==> config.mk <==
export PLATFORM = sky130hd
export DESIGN_NAME = rv32v_lane_group_sequencer
export DESIGN_NICKNAME = d
export VERILOG_FILES = /design/src/rtl/rv32v_lane_group_sequencer.sv
export SDC_FILE = /design/constraint.sdc
export NUM_CORES = 1
export LEC_CHECK = 0
export BUFFER_PORTS_ARGS = -buffer_cell sky130_fd_sc_hd__buf_4
export CORE_AREA = 2 2 177 179
export CTS_CLUSTER_DIAMETER = 150
export CTS_CLUSTER_SIZE = 14
export DETAILED_ROUTE_END_ITERATION = 8
export DIE_AREA = 0 0 179 181
export PLACE_DENSITY = 0.85
export SYNTH_ARGS = -nofsm -noshare
export SYNTH_HDL_FRONTEND = slang
export SYNTH_SLANG_ARGS = --single-unit
==> constraint.sdc <==
create_clock -name CLK -period 7.1 [get_ports CLK]
set_input_delay 0.71 -clock CLK [delete_from_list [all_inputs] [get_ports CLK]]
set_output_delay 0.71 -clock CLK [all_outputs]
set_load 0.05 [all_outputs]
==> src/rtl/rv32v_lane_group_sequencer.sv <==
// Lane-group sequencer: splits one vector instruction into NUM_LANES-wide groups with per-lane enable/offset/address.
// Optional macro RV32V_SEQ_SKIP_EMPTY_EN: groups with no enabled lane are stepped over internally instead of presented.
module rv32v_lane_group_sequencer #(
    parameter int NUM_LANES = 4,
    parameter int MAX_VL    = 32,
    parameter int VL_W      = 6,
    parameter int XLEN      = 32
) (
    input  logic                        CLK,
    input  logic                        nRST,
    input  logic                        start,
    input  logic [VL_W-1:0]             vl,
    input  logic                        vm,
    input  logic [MAX_VL-1:0]           mask_v0,
    input  logic [XLEN-1:0]             base_addr,
    input  logic                        stride_en,
    input  logic [XLEN-1:0]             stride,
    input  logic [2:0]                  eew_bytes,
    input  logic                        flush,
    input  logic                        grp_ready,
    output logic                        busy,
    output logic                        grp_valid,
    output logic                        grp_last,
    output logic [NUM_LANES-1:0]        lane_en,
    output logic [NUM_LANES*VL_W-1:0]   lane_offset,
    output logic [NUM_LANES*XLEN-1:0]   lane_addr,
    output logic                        done
);

    localparam int LANE_SH = $clog2(NUM_LANES);
    localparam int VW1     = VL_W + 1;

    typedef enum logic [1:0] {ST_IDLE = 2'd0, ST_ISSUE = 2'd1, ST_DONE = 2'd2} state_t;

    function automatic logic [XLEN-1:0] step_of(input logic sen, input logic [XLEN-1:0] st,
                                                 input logic [2:0] ew);
        return sen ? st : XLEN'(ew);
    endfunction

    state_t              state_r, state_s;
    logic [VL_W-1:0]     idx_r, idx_s, vl_r, vl_s;
    logic [XLEN-1:0]     base_r, base_s, stride_r, stride_s, step_n_s;
    logic                vm_r, vm_s, stride_en_r, stride_en_s;
    logic [MAX_VL-1:0]   mask_r, mask_s;
    logic [2:0]          eew_r, eew_s;

    logic                       busy_s, valid_s, last_s, done_s;
    logic [NUM_LANES-1:0]       en_s;
    logic [NUM_LANES*VL_W-1:0]  off_s;
    logic [NUM_LANES*XLEN-1:0]  addr_s;

`ifdef RV32V_SEQ_SKIP_EMPTY_EN
    logic empty_s;
    assign empty_s = (lane_en == '0);
`endif

    // State and captured-instruction registers.
    always_ff @(posedge CLK) begin
        if (!nRST) begin
            state_r     <= ST_IDLE;
            idx_r       <= '0;
            base_r      <= '0;
            vl_r        <= '0;
            vm_r        <= 1'b0;
            mask_r      <= '0;
            stride_en_r <= 1'b0;
            stride_r    <= '0;
            eew_r       <= 3'd0;
        end else begin
            state_r     <= state_s;
            idx_r       <= idx_s;
            base_r      <= base_s;
            vl_r        <= vl_s;
            vm_r        <= vm_s;
            mask_r      <= mask_s;
            stride_en_r <= stride_en_s;
            stride_r    <= stride_s;
            eew_r       <= eew_s;
        end
    end

    // Next-state and group-advance logic; flush overrides everything.
    always_comb begin
        state_s     = state_r;
        idx_s       = idx_r;
        base_s      = base_r;
        vl_s        = vl_r;
        vm_s        = vm_r;
        mask_s      = mask_r;
        stride_en_s = stride_en_r;
        stride_s    = stride_r;
        eew_s       = eew_r;
        if (flush) begin
            state_s = ST_IDLE;
        end else begin
            case (state_r)
                ST_IDLE: begin
                    if (!start) begin
                        state_s = ST_IDLE;
                    end else if (vl == '0) begin
                        state_s = ST_DONE;
                    end else begin
                        state_s     = ST_ISSUE;
                        idx_s       = '0;
                        base_s      = base_addr;
                        vl_s        = vl;
                        vm_s        = vm;
                        mask_s      = mask_v0;
                        stride_en_s = stride_en;
                        stride_s    = stride;
                        eew_s       = eew_bytes;
                    end
                end
                ST_ISSUE: begin
`ifdef RV32V_SEQ_SKIP_EMPTY_EN
                    if (empty_s || (grp_valid && grp_ready)) begin
`else
                    if (grp_valid && grp_ready) begin
`endif
                        if (grp_last) begin
                            state_s = ST_DONE;
                        end else begin
                            idx_s  = idx_r + VL_W'(NUM_LANES);
                            base_s = base_r + (step_of(stride_en_r, stride_r, eew_r) << LANE_SH);
                        end
                    end else begin
                        state_s = ST_ISSUE;
                    end
                end
                ST_DONE: state_s = ST_IDLE;
                default: state_s = ST_IDLE;
            endcase
        end
    end

    // Output values for the upcoming state; lanes past vl never look at the mask.
    always_comb begin
        busy_s   = (state_s != ST_IDLE);
        done_s   = (state_s == ST_DONE);
        valid_s  = 1'b0;
        last_s   = 1'b0;
        en_s     = '0;
        off_s    = '0;
        addr_s   = '0;
        step_n_s = step_of(stride_en_s, stride_s, eew_s);
        if (state_s == ST_ISSUE) begin
            for (int i = 0; i < NUM_LANES; i++) begin
                off_s[i*VL_W +: VL_W]  = idx_s + VL_W'(i);
                en_s[i] = (({1'b0, idx_s} + VW1'(i)) < {1'b0, vl_s}) &&
                          (vm_s || (((mask_s >> ({1'b0, idx_s} + VW1'(i))) & MAX_VL'(1)) != '0));
                addr_s[i*XLEN +: XLEN] = base_s + XLEN'(i) * step_n_s;
            end
            last_s = (({1'b0, idx_s} + VW1'(NUM_LANES)) >= {1'b0, vl_s});
`ifdef RV32V_SEQ_SKIP_EMPTY_EN
            valid_s = |en_s;
`else
            valid_s = 1'b1;
`endif
        end else begin
            valid_s = 1'b0;
        end
    end

    // Registered outputs, stable for the whole lifetime of a presented group.
    always_ff @(posedge CLK) begin
        if (!nRST) begin
            busy        <= 1'b0;
            grp_valid   <= 1'b0;
            grp_last    <= 1'b0;
            lane_en     <= '0;
            lane_offset <= '0;
            lane_addr   <= '0;
            done        <= 1'b0;
        end else begin
            busy        <= busy_s;
            grp_valid   <= valid_s;
            grp_last    <= last_s;
            lane_en     <= en_s;
            lane_offset <= off_s;
            lane_addr   <= addr_s;
            done        <= done_s;
        end
    end

endmodule

=== After elaboration in Yosys (flattened, before gate mapping) ===
Index checks and enable logic that the tools add are counted.

* Equality and inequality tests: 3
* Shifts and indexed selects: 4
* Muxes and demuxes: 45
* Reductions and logical operators: 13
* Add/subtract/negate cells: 12
* $mul: 1
* Magnitude comparators: 5

{| class="wikitable"
|+ Operators with widths
! kind !! count
|-
| two-way mux 32 bit || 14
|-
| adder 32 bit || 4
|-
| right shift 32 x 7 -> 1 bit || 3
|-
| case mux 32 bit (2 select lines) || 1
|-
| two-way mux 6 bit || 9
|-
| multiplier 2 x 32 -> 32 bit (first input constant) || 1
|-
| right shift 32 x 6 -> 1 bit || 1
|-
| two-way mux 30 bit || 1
|-
| < comparator 7 x 6 -> 1 bit || 3
|-
| adder 6 x 2 -> 7 bit (second input constant) || 2
|-
| adder 6 x 2 -> 6 bit (second input constant) || 2
|-
| two-way mux 3 bit || 4
|-
| case mux 6 bit (2 select lines) || 1
|-
| two-way mux 2 bit || 5
|-
| two-way mux 1 bit || 9
|-
| adder 6 x 1 -> 7 bit (second input constant) || 1
|-
| adder 6 x 3 -> 7 bit (second input constant) || 1
|-
| >= comparator 7 x 6 -> 1 bit || 1
|-
| adder 6 x 1 -> 6 bit (second input constant) || 1
|-
| adder 6 x 3 -> 6 bit (second input constant) || 1
|-
| zero test 6 bit || 1
|-
| < comparator 6 bit || 1
|-
| logical AND 1 bit || 5
|-
| == test 2 x 1 -> 1 bit (second input constant) || 2
|-
| 6 further kinds || 9
|}

* Flip-flop bits (word level): 275

=== Depth between registers and ports, before layout ===
* Word-level depth: 9
* Mapped depth: 29
* Gate-level depth less buffers: 28

=== Worst setup path before layout ===
No wires, ideal clock.

* Kind: register to register
* Start: register stride_en_r
* End: register lane_addr[126]
* Path buffers: 1
* Cell stages (with the launch flop): 27
* Arrival: 6113 ps
* Clock period less this slack: 6241 ps
* Path slack: 859 ps
* Data required time: 6972 ps
* Path through: dfxtp_1 > clkbuf_1 > mux2_2 > ha_1 > fa_1 > a21o_1 > a21oi_1 > o21bai_1 > a2111oi_2 > o31ai_2 > o22ai_1 > xnor2_1 > a222oi_1 > fa_1 > inv_1 > ha_1 > a21oi_1 > o211a_1 > o21ai_0 > nor3_1 > o311ai_0 > a21oi_1 > o21ai_1 > or4_1 > a31oi_1 > xor2_1 > nor2_1

* Word-level cells in the longest chain between the ends: 7
* Elaborated cells on any way between the ends: 13
* Classes of those cells: add/sub (2); mul (1); mux (10)

{| class="wikitable"
|+ RTL lines
! element !! RTL line !! RTL
|-
| start: declaration || 43 || <nowiki>logic vm_r, vm_s, stride_en_r, stride_en_s;</nowiki>
|-
| start signal: assignment || 76 || <nowiki>stride_en_r <= stride_en_s;</nowiki>
|-
| two-way mux 1 bit or two-way mux 30 bit (tied branches) || 100, 37 ||
|-
| two-way mux 1 bit or adder 32 bit (tied branches) || 98, 124 ||
|-
| two-way mux 1 bit or two-way mux 32 bit (tied branches) || 96, 120 ||
|-
| two-way mux 1 bit or two-way mux 32 bit (tied branches) || 93, 118 ||
|-
| two-way mux 32 bit or case mux 32 bit (2 select lines) (tied branches) || 37, 96 ||
|-
| multiplier 2 x 32 -> 32 bit or two-way mux 32 bit (tied branches) || 151, 93 ||
|-
| adder 32 bit (*) || 151 || <nowiki>addr_s[i*XLEN +: XLEN] = base_s + XLEN'(i) * step_n_s;</nowiki>
|-
| end signal: assignment || 180 || <nowiki>lane_addr <= addr_s;</nowiki>
|-
| end: declaration || 26 || <nowiki>output logic [NUM_LANES*XLEN-1:0] lane_addr,</nowiki>
|}

Mark *: on every way between the ends. The rest lies on a longest branch, timed or not.
A chain may end at the register's enable or synchronous reset.

=== Final worst setup path ===
Same ends and word-level chain as after synthesis.

==> summary.md <==
| Metric | Value |
|---|---|
| Result of the run | finished clean |
| Violation count after the first detailed-routing iteration | 1557 |
| Achievable clock frequency | 147 MHz |
| Async set-or-reset flop fraction in the synthesized netlist | 0% |
| Switching power total | 1.13 mW |
| Count of standard-cell rows | 64 |
| Relative slew margins | 26.3% |
| Synthesized area | 17500 um^2 |
| Wire length of the first global-routing pass | 82400 um |
| Number of maximum-capacitance violations | 0 |
| # DRC | 0 |
| Number of clock sinks | 271 |
| Total area of sequential cells | 5430 um^2 |
| Adder-cell area share of the yosys netlist | 14.9% |
| Maximum count of clock buffers along a single path | 3 |
| Type of origin of the critical path | register |
| CTS Root Buffer Type | sky130_fd_sc_hd__clkbuf_16 |
| Setup Total Neg Slack | 0 ns |
| H-tree depth | 1 |
| Largest net degree at the start of global routing | 104 |
| Syn Inst Count | 2081 |
| Terminus of the critical flop-to-flop path | lane_addr[126] |
| Fraction of power consumed by the clock network | 31.6% |
| Total wire length | 52200 um |
| Total congestion overflow after global routing | 0 |
| Latest clock arrival within the worst-skew pair | 0.55 ns |
| Final worst-path cycle share | 95.7% |
| Placed Cells | 2691 |
| Leakage dissipation | 9.54 nW |
| Area added between synthesis and finish | 17.3% |
| Worst vdd rail ir drop | 0.152 mV |
| Number of vias in the routed layout | 16300 |
| Iteration count of the initial detailed-routing pass | 9 |
| Worst hold stages | 3 |
| Int Power | 2.47 mW |
| Share of cells above drive strength 1 | 17.3% |
| Dominant combinational cell family by area after synthesis | compound AO/OA/AOI/OAI gates |
| Critical path capture point type | register |
| Initial Utilization | 57.6% |
| Net count after synthesis | 2381 |
| Core outline area | 30300 um^2 |
| Post-CTS clock slew at the launch and capture registers of the worst setup and hold paths | 0.07 ns |
| HPWL reported at the end of detailed placement | 39900 um |
| Chip Width | 179 um |
| Via-to-Cell Ratio | 6.01 |
| Final setup skew | 0.0221 ns |
| Final antenna-violating net count | 0 |
| Classification of the worst setup path | register to register |
| Final Max Tran Viols | 0 |
| Worst-case hold path end point | mask_r[24] |
| Minimum setup slack among reg-to-reg paths | 0.30 ns |
| Net total in the final layout | 2621 |
| Via count of the first global-routing pass | 16000 |
| Die height | 181 um |
| Fill cell instance count of the final layout | 2422 |
| Final worst setup slack | 0.304 ns |
| CTS tree | yes |
| Synthesized area per cell | 8.39 um^2 |
| Worst EP required | 7.47 ns |
| Boundary pin count | 272 |
| Fraction of power spent switching nets | 31.4% |
| Combinational share of power | 23.5% |
| Unrepaired setup endpoints after global routing | false |
| Number of failing setup endpoints in the final timing report | 0 |
| Post-Synth XOR/XNOR Area | 5.59% |
| FF-to-FF Start | stride_en_r |
| Wire length per cell after detailed routing | 19.2 um |
| Flop and latch count out of synthesis | 271 |
| Critical path's top delay family | compound AO/OA/AOI/OAI gates |
| Synth Flop Type | sky130_fd_sc_hd__dfxtp_1 |
| Data arrival at the endpoint of the critical path | 7.17 ns |
| Most frequent standard cell in the layout excluding fill and tap cells | sky130_fd_sc_hd__buf_4 |
| Final Hold Violating Endpoints | 0 |
| Number of enable-type register cells in the synthesized netlist | 0 |
| Critical path's largest stage delay | 0.53 ns |
| Number of buffer and inverter stages on the critical path | 2 |
| Period minus WS final | 6.80 ns |
| Fraction of the mapped netlist area in simple logic gates | 18.7% |
| Most frequent cells in the layout | sky130_fd_sc_hd__buf_4, sky130_fd_sc_hd__nor2_1, sky130_fd_sc_hd__dfxtp_1 |
| Hold crit path type | input port to register |
| Count of synthesis-stage warnings from yosys | 0 |
| CTS buffer count | 23 |
| Diode count | 0 |
| Cell at the slowest stage of the critical path | sky130_fd_sc_hd__fa_1 |
| Post-synthesis cell type count | 90 |
| Count of cells along the worst register-to-register path | 26 |
| Port bufs | 271 |
| Sequential-to-total area share from yosys stat | 31.1% |
| Portion of netlist area occupied by mux cells | 5.24% |
| Multi-input gate area in the final layout | 11200 um^2 |
| Worst min-delay path startpoint | mask_v0[24] |
| Full die area | 32400 um^2 |
| Placer's final routability congestion estimate | 0.956 |
| End-of-flow core utilization | 67.5% |
| Worst setup slack after placement | 0.138 ns |
| Final instance count without filler cells | 2717 |
| Compound-Gate Fraction of Synth Area | 19.5% |
| Worst-margin pin slew | 1.11 ns |
| Number of antenna violations at the first check in global routing | 0 |
| GRT Overall Usage | 31.7% |
| Top fanout value on the critical path | 9 |
| Sequential cell fraction of total power | 44.8% |
| Design Power | 3.60 mW |
| Power density over the cells | 176 nW/um^2 |
routing by layer:
metal / wire [um] / up-vias / global-route usage, % / share of wire, %
met5: 0 / - / 0 / 0
met4: 2310 / 0 / 13.5 / 4.4
met3: 4130 / 149 / 3.66 / 7.9
met2: 24300 / 767 / 52.8 / 47
met1: 21500 / 7726 / 41.3 / 41
li1: - / 7697 / - / -
worst register-to-register path, stage by stage, from the launching register on:
cell and delay (ns):
sky130_fd_sc_hd__dfxtp_2 0.44, sky130_fd_sc_hd__mux2_2 0.37, sky130_fd_sc_hd__ha_1 0.23, sky130_fd_sc_hd__fa_1 0.41, sky130_fd_sc_hd__a21o_1 0.17, sky130_fd_sc_hd__a21oi_1 0.23
sky130_fd_sc_hd__o21bai_1 0.13, sky130_fd_sc_hd__a2111oi_2 0.49, sky130_fd_sc_hd__o31ai_2 0.18, sky130_fd_sc_hd__o22ai_1 0.26, sky130_fd_sc_hd__xnor2_1 0.15, sky130_fd_sc_hd__a222oi_1 0.10
sky130_fd_sc_hd__buf_4 0.18, sky130_fd_sc_hd__fa_1 0.53, sky130_fd_sc_hd__inv_1 0.04, sky130_fd_sc_hd__ha_1 0.35, sky130_fd_sc_hd__a21oi_1 0.24, sky130_fd_sc_hd__o211a_1 0.25
sky130_fd_sc_hd__o21ai_0 0.14, sky130_fd_sc_hd__nor3_1 0.17, sky130_fd_sc_hd__o311ai_0 0.21, sky130_fd_sc_hd__a21oi_2 0.29, sky130_fd_sc_hd__o21ai_1 0.18, sky130_fd_sc_hd__or4_1 0.43
sky130_fd_sc_hd__a31oi_1 0.22, sky130_fd_sc_hd__xor2_1 0.16, sky130_fd_sc_hd__nor2_1 0.06
registers in the layout, indices dropped and copies added, names as in the netlist:
signal       count
done             1
lane_offset     22
grp_last         1
mask_r          32
state_r          2
grp_valid        1
base_r          32
vm_r             1
idx_r            6
eew_r            3
lane_addr      126
stride_r        32
busy             1
vl_r             6
lane_en          4
stride_en_r      1
cell usage after synthesis, types with 23 or more instances:
| cell type | n | area [um^2] |
|---|---|---|
| sky130_fd_sc_hd__a21oi_1 | 164 | 821 |
| sky130_fd_sc_hd__nor2b_1 | 29 | 181 |
| sky130_fd_sc_hd__xor2_1 | 47 | 412 |
| sky130_fd_sc_hd__nor2_1 | 278 | 1040 |
| sky130_fd_sc_hd__nor3_1 | 31 | 155 |
| sky130_fd_sc_hd__clkbuf_1 | 57 | 214 |
| sky130_fd_sc_hd__a211oi_1 | 23 | 173 |
| sky130_fd_sc_hd__nand3_1 | 35 | 175 |
| sky130_fd_sc_hd__xnor2_1 | 60 | 526 |
| sky130_fd_sc_hd__and2_1 | 71 | 444 |
| sky130_fd_sc_hd__ha_1 | 154 | 1930 |
| sky130_fd_sc_hd__a21o_1 | 47 | 353 |
| sky130_fd_sc_hd__mux2i_1 | 61 | 611 |
| sky130_fd_sc_hd__inv_1 | 128 | 480 |
| sky130_fd_sc_hd__nand2_1 | 184 | 691 |
| sky130_fd_sc_hd__o21ai_0 | 75 | 375 |
| sky130_fd_sc_hd__dfxtp_1 | 271 | 5430 |
| sky130_fd_sc_hd__fa_1 | 34 | 681 |
stage by stage:
stage	instance area (um^2)	hold slack, ns
floorplan	17500	0.433
global placement	19900	0.446
detailed placement	19900	0.452
CTS	20500	0.398
global route	20500	0.416
finish	20500	0.412
final cells by class:
cell class	instances	share of cell area, %
multi-input combinational	1594	54.8
sequential	271	26.5
timing repair buffer	301	11.0
clock buffer	23	2.81
tap	396	2.42
inverter	130	2.39
clock inverter	2	0.0977
cell families after synthesis:
logic type,count (synthesis)
flip-flops,271
adder cells (fa/ha/maj),188
AO/OA/AOI/OAI,508
XOR/XNOR,109
AND/OR/NAND/NOR,709
buffers and inverters,216
multiplexers,80
power groups by stage:
stage	sequential (mW)	combinational [mW]	clock, mW
after floorplan	1.73	0.482	0
after global placement	1.64	0.809	0
after detailed placement	1.65	0.830	0
after CTS	1.61	0.836	1.15
after global routing	1.62	0.921	1.21
final	1.61	0.848	1.14
timing repair:
action / CTS / global route
hold buffers: 0 / 0
buffers inserted: 0 / 1
endpoints found under the setup margin: 0 / 9
gates resized for setup: 0 / 3
how the worst max path moves through the flow:
stage	start	endpoint	slack, ns	cells after the start
after detailed placement	stride_en_r	lane_addr[126]	0.14	25
after CTS	stride_en_r	lane_addr[126]	0.07	25
after floorplan	stride_en_r	lane_addr[126]	0.86	26
after global routing	stride_en_r	lane_addr[126]	0.02	27
after global placement	stride_en_r	lane_addr[127]	0.46	26
final	stride_en_r	lane_addr[126]	0.30	26
No activity file was read; power rests on OpenSTA's default activity.
